[config.mk]
export PLATFORM = sky130hd
export DESIGN_NAME = clock_divider_multi
export DESIGN_NICKNAME = d
export VERILOG_FILES = /design/src/rtl/clock_divider_pkg.sv /design/src/rtl/clock_divider_ch.sv /design/src/rtl/clock_divider_multi.sv
export SDC_FILE = /design/constraint.sdc
export NUM_CORES = 1
export LEC_CHECK = 0
export CAP_MARGIN = 20
export CORE_AREA = 2 2 257 259
export DETAILED_ROUTE_END_ITERATION = 10
export DIE_AREA = 0 0 259 261
export SLEW_MARGIN = 15
export SYNTH_ARGS = -nofsm -noshare
export SYNTH_HDL_FRONTEND = slang
export SYNTH_HIERARCHICAL = 1
export SYNTH_SLANG_ARGS = --single-unit
[constraint.sdc]
create_clock -name in_clock -period 9.8 [get_ports in_clock]
set_clock_uncertainty 0.15 [all_clocks]
set_input_delay 1.47 -clock in_clock [delete_from_list [all_inputs] [get_ports in_clock]]
set_output_delay 1.47 -clock in_clock [all_outputs]
set_load 0.02 [all_outputs]
[src/rtl/clock_divider_pkg.sv]
// Shared constants and types for the multi-channel clock divider.
// Optional tick outputs are enabled with the CLOCK_DIVIDER_TICK_EN macro.
package clock_divider_pkg;

    localparam int CNT_W_DEF = 28;
    localparam int MIN_DIV   = 2;

    typedef struct packed {
        logic [CNT_W_DEF-1:0] divisor;
        logic [CNT_W_DEF-1:0] high;
    } ch_cfg_t;

endpackage

[src/rtl/clock_divider_ch.sv]
// One divider channel: shadowed divisor/high-time, free-running counter and registered outputs.
// With CLOCK_DIVIDER_TICK_EN defined, a one-cycle tick aligned with each period start is added.
module clock_divider_ch
    import clock_divider_pkg::*;
#(
    parameter int CNT_W = CNT_W_DEF
) (
    input  logic             in_clock,
    input  logic             in_reset_n,
    input  logic             enable_i,
    input  logic [CNT_W-1:0] divisor_i,
    input  logic [CNT_W-1:0] high_i,
    output logic             out_clock_o,
`ifdef CLOCK_DIVIDER_TICK_EN
    output logic             out_tick_o,
`endif
    output logic             cfg_err_o
);

    logic [CNT_W-1:0] div_sh_q, div_sh_d;
    logic [CNT_W-1:0] high_sh_q, high_sh_d;
    logic [CNT_W-1:0] cnt_q, cnt_d;
    logic             clk_q, clk_d;
    logic             err_q, err_d;
    logic             run_q, run_d;
    logic             tick_q, tick_d;
    logic             run, valid, last, load;

    // The first enabled edge only restarts the phase, so the output rises one edge later.
    // NOTE: every signal written here gets a default first, otherwise a latch is inferred.
    always_comb begin
        run       = enable_i && run_q;
        valid     = div_sh_q >= CNT_W'(MIN_DIV);
        last      = cnt_q == (div_sh_q - CNT_W'(1));
        load      = !run || !valid || last;
        div_sh_d  = load ? divisor_i : div_sh_q;
        high_sh_d = load ? high_i    : high_sh_q;
        cnt_d     = (run && valid && !last) ? cnt_q + CNT_W'(1) : '0;
        clk_d     = run && valid && (cnt_q < high_sh_q);
        tick_d    = run && valid && (cnt_q == '0);
        err_d     = div_sh_d < CNT_W'(MIN_DIV);
        run_d     = enable_i;
    end

    // NOTE: sequential state uses non-blocking assignments and is cleared asynchronously.
    always_ff @(posedge in_clock or negedge in_reset_n) begin
        if (!in_reset_n) begin
            div_sh_q  <= '0;
            high_sh_q <= '0;
            cnt_q     <= '0;
            clk_q     <= 1'b0;
            err_q     <= 1'b0;
            run_q     <= 1'b0;
            tick_q    <= 1'b0;
        end else begin
            div_sh_q  <= div_sh_d;
            high_sh_q <= high_sh_d;
            cnt_q     <= cnt_d;
            clk_q     <= clk_d;
            err_q     <= err_d;
            run_q     <= run_d;
            tick_q    <= tick_d;
        end
    end

    assign out_clock_o = clk_q;
    assign cfg_err_o   = err_q;

`ifdef CLOCK_DIVIDER_TICK_EN
    assign out_tick_o = tick_q;
`else
    logic unused_tick;
    assign unused_tick = tick_q;
`endif

endmodule

[src/rtl/clock_divider_multi.sv]
// Multi-channel clock divider: NUM_CH independent channels sharing one source clock.
// Define CLOCK_DIVIDER_TICK_EN to add the per-channel out_tick output.
module clock_divider_multi
    import clock_divider_pkg::*;
#(
    parameter int NUM_CH = 4,
    parameter int CNT_W  = CNT_W_DEF
) (
    input  logic                    in_clock,
    input  logic                    in_reset_n,
    input  logic [NUM_CH-1:0]       ch_enable,
    input  logic [NUM_CH*CNT_W-1:0] ch_divisor,
    input  logic [NUM_CH*CNT_W-1:0] ch_high,
    output logic [NUM_CH-1:0]       out_clock,
`ifdef CLOCK_DIVIDER_TICK_EN
    output logic [NUM_CH-1:0]       out_tick,
`endif
    output logic [NUM_CH-1:0]       cfg_err
);

    for (genvar g = 0; g < NUM_CH; g++) begin : g_ch
        clock_divider_ch #(
            .CNT_W(CNT_W)
        ) u_ch (
            .in_clock   (in_clock),
            .in_reset_n (in_reset_n),
            .enable_i   (ch_enable[g]),
            .divisor_i  (ch_divisor[g*CNT_W +: CNT_W]),
            .high_i     (ch_high[g*CNT_W +: CNT_W]),
            .out_clock_o(out_clock[g]),
`ifdef CLOCK_DIVIDER_TICK_EN
            .out_tick_o (out_tick[g]),
`endif
            .cfg_err_o  (cfg_err[g])
        );
    end

endmodule

==> out/metrics.cfg <==
[outcome]
status = finished, final reports clean

[timing]
tns_ps = 0
slew_violations = 0
finalSetupViolations = 0
slew_headroom_pct = 35.1
fin_crit_ps = 4760
worst_slew_pin_slew_ps = 960
rsz0062_at_grt = false
max_freq_mhz = 210
final_hold_viol_count = 0
period_share_pct = 48.5

[cells_and_area]
layout_common_cells = dfrtp_1 (348), clkdlybuf4s50_1 (236), xnor2_1 (144), inv_1 (130), mux2_2 (128)
final_common_cell = dfrtp_1
drive_gt1_share_pct = 12.1
finalInstanceArea_um2 = 25900
antenna_cells = 0
fill_cells = 6228
nets = 2577
area_growth_pct = 22.4

[routing]
via_per_inst = 5.06
drtIter0Drc = 780
firstDrtPassIters = 5
vias = 15800
totalWireLength_mm = 54.7
wl_per_cell_um = 17.5
drcViolationCount = 0
final_antenna_net_count = 0

[critical_path]
r2r-end = g_ch[0].u_ch/div_sh_q[14]$_DFF_PN0_
cp.arrival_ps = 5040
required_ps = 10080
critPathMaxFanout = 51
startpoint_type = flop
crit_start = g_ch[0].u_ch/div_sh_q[1]$_DFF_PN0_
reg2reg_slack_ps = 5040
r2r-start = g_ch[0].u_ch/div_sh_q[1]$_DFF_PN0_
cp-endpoint = g_ch[0].u_ch/div_sh_q[14]$_DFF_PN0_
r2r_cells = 10
endpoint_kind = flop
crit_type = reg2reg

[clock_tree]
cts_buffers = 43
cts_max_level = 2
cts_tree = done
root_buffer = clkbuf_16
clkSinkCount = 348
cts_resized = 0
cts-hold-fix-buffers = 0
clockBufferDepth = 3
clk_latency_ps = 580
cts.clk_slew.worst_paths_ps = 50
post-cts-setup-buffers = 0

[global_routing]
grt_pass1_vias = 16500
antenna_found_initial = 10
grt_pass1_wl_mm = 88.3
grt_overflow = 0
grt_usage_pct = 16.1
grt_max_degree = 134

[floorplanning]
core-area_um2 = 65000
fp.dieArea_um2 = 67600
pin_count = 238
row_count = 94
start_util_pct = 32.5
die_h_um = 261
fp.dieW_um = 259

[min_path]
hold_depth = 1
hp-class = reg2reg

[synthesis]
syn_avg_cell_area_um2 = 10.6
syn-num-nets = 2346
synth_cells = 1996
async_flop_share_pct = 100
seq_area_frac_synth_pct = 41.2
synth_cell_type_count = 63
synth-main-ff-cell = dfrtp_1
synth_warnings = 6
netlist_area_um2 = 21100
synth_edf_count = 0
synth_seq_cells = 348

[flow_run]
maxCapViolations = 0

[place]
gp_congestion = 0.897
dp_hpwl_mm = 40.9
placed_cell_area_um2 = 24400
io_buffers = 237

[power_and_ir_drop]
power_leakage_nw = 11.1
irDropWorstVdd_uv = 122
power.density_nw_per_um2 = 143

-- final cells by class --
type                            count  area, um^2  share of cell area, %
Tap cell                          864        1080                   4.18
Multi-Input combinational cell   1456       11600                   45.0
Timing Repair Buffer              248        2490                   9.63
Clock buffer                       60        1260                   4.88
Clock inverter                     18         193                  0.745
Sequential cell                   348        8710                   33.7
Inverter                          130         488                   1.89
-- cell families (layout without fill, tap and decap cells) --
family                   count (synthesis)  in the layout  share of synthesized area, %
AND/OR/NAND/NOR                        666            666                          18.3
XOR/XNOR                               224            224                          9.28
adder cells (fa/ha/maj)                120            120                          7.10
buffers and inverters                  192            456                          3.91
AO/OA/AOI/OAI                          198            198                          6.58
flip-flops                             348            348                          41.2
multiplexers                           248            248                          13.7
-- how the worst min path moves through the flow --
stage                                      startpoint                                endpoint  slack (ps)
2_1_floorplan   g_ch[1].u_ch/high_sh_q[1]$_DFFE_PN0N_   g_ch[1].u_ch/high_sh_q[1]$_DFFE_PN0N_         310
3_3_place_gp    g_ch[1].u_ch/high_sh_q[1]$_DFFE_PN0N_   g_ch[1].u_ch/high_sh_q[1]$_DFFE_PN0N_         330
3_5_place_dp   g_ch[1].u_ch/high_sh_q[24]$_DFFE_PN0N_  g_ch[1].u_ch/high_sh_q[24]$_DFFE_PN0N_         330
4_1_cts         g_ch[1].u_ch/high_sh_q[0]$_DFFE_PN0N_   g_ch[1].u_ch/high_sh_q[0]$_DFFE_PN0N_         350
5_1_grt         g_ch[2].u_ch/high_sh_q[7]$_DFFE_PN0N_   g_ch[2].u_ch/high_sh_q[7]$_DFFE_PN0N_         370
6_report        g_ch[1].u_ch/high_sh_q[2]$_DFFE_PN0N_   g_ch[1].u_ch/high_sh_q[2]$_DFFE_PN0N_         350
-- flip-flops by register name (all words and copies together) (netlist names) --
| register | cells |
|---|---|
| g_ch.u_ch/run_q | 4 |
| g_ch.u_ch/div_sh_q | 112 |
| g_ch.u_ch/cfg_err_o | 4 |
| g_ch.u_ch/high_sh_q | 112 |
| g_ch.u_ch/out_clock_o | 4 |
| g_ch.u_ch/cnt_q | 112 |
-- critical path, stage by stage, from the launching register on --
cell,delay [ps]
dfrtp_1,430
or4_1,690
or3_1,490
or4_1,490
and4_1,230
a311oi_1,280
a22oi_1,160
a31oi_4,530
buf_16,240
buf_4,510
mux2_2,400
-- power breakdown --
part / switching, W / leakage, nW / internal, W / total [W]
logic: 0.000200 / 6.01 / 0.000246 / 0.000446
registers: 0.0000965 / 4.33 / 0.00152 / 0.00162
clock network: 0.000648 / 0.720 / 0.000979 / 0.00163
-- layer usage --
metal / track usage [%] / vias to the layer above / wire length [um]
met3: 3.70 / 81 / 3160
li1: - / 7641 / -
met4: 4.14 / 20 / 1030
met1: 20.5 / 7780 / 23700
met2: 27.6 / 289 / 26800
met5: 0 / - / 118
-- stage by stage --
step | total power (W) | util [%] | std cells | setup WS (ps) | hold WS (ps)
6_report | 0.00369 | 39.8 | 3124 | 5040 | 346
5_1_grt | 0.00387 | 39.8 | 3124 | 4800 | 366
4_1_cts | 0.00376 | 39.7 | 3122 | 4740 | 350
3_5_place_dp | 0.00209 | 37.5 | 3044 | 4760 | 333
3_3_place_gp | 0.00207 | 37.5 | 3044 | 4830 | 327
2_1_floorplan | 0.00187 | - | 1996 | 6220 | 314
-- cells in the mapped netlist (all sizes together) (17+ instances only) --
cell type,n,area share (%)
nand3,71,1.7
nor3,64,1.6
clkbuf,31,0.55
xor2,80,3.3
nor2,72,1.3
nand2b,20,0.59
mux2i,21,0.99
mux2,227,13
a21oi,51,1.2
a21o,17,0.60
inv,130,2.3
ha,120,7.1
dfrtp,348,41
and2,93,2.8
o21ai,35,0.83
xnor2,144,6.0
or4,31,1.1
and3,29,0.86
nor2b,32,0.95
buf,31,1.0
nand2,65,1.2
nand4,55,1.6
nor4,62,1.9
Power figures use the tool's default switching activity.
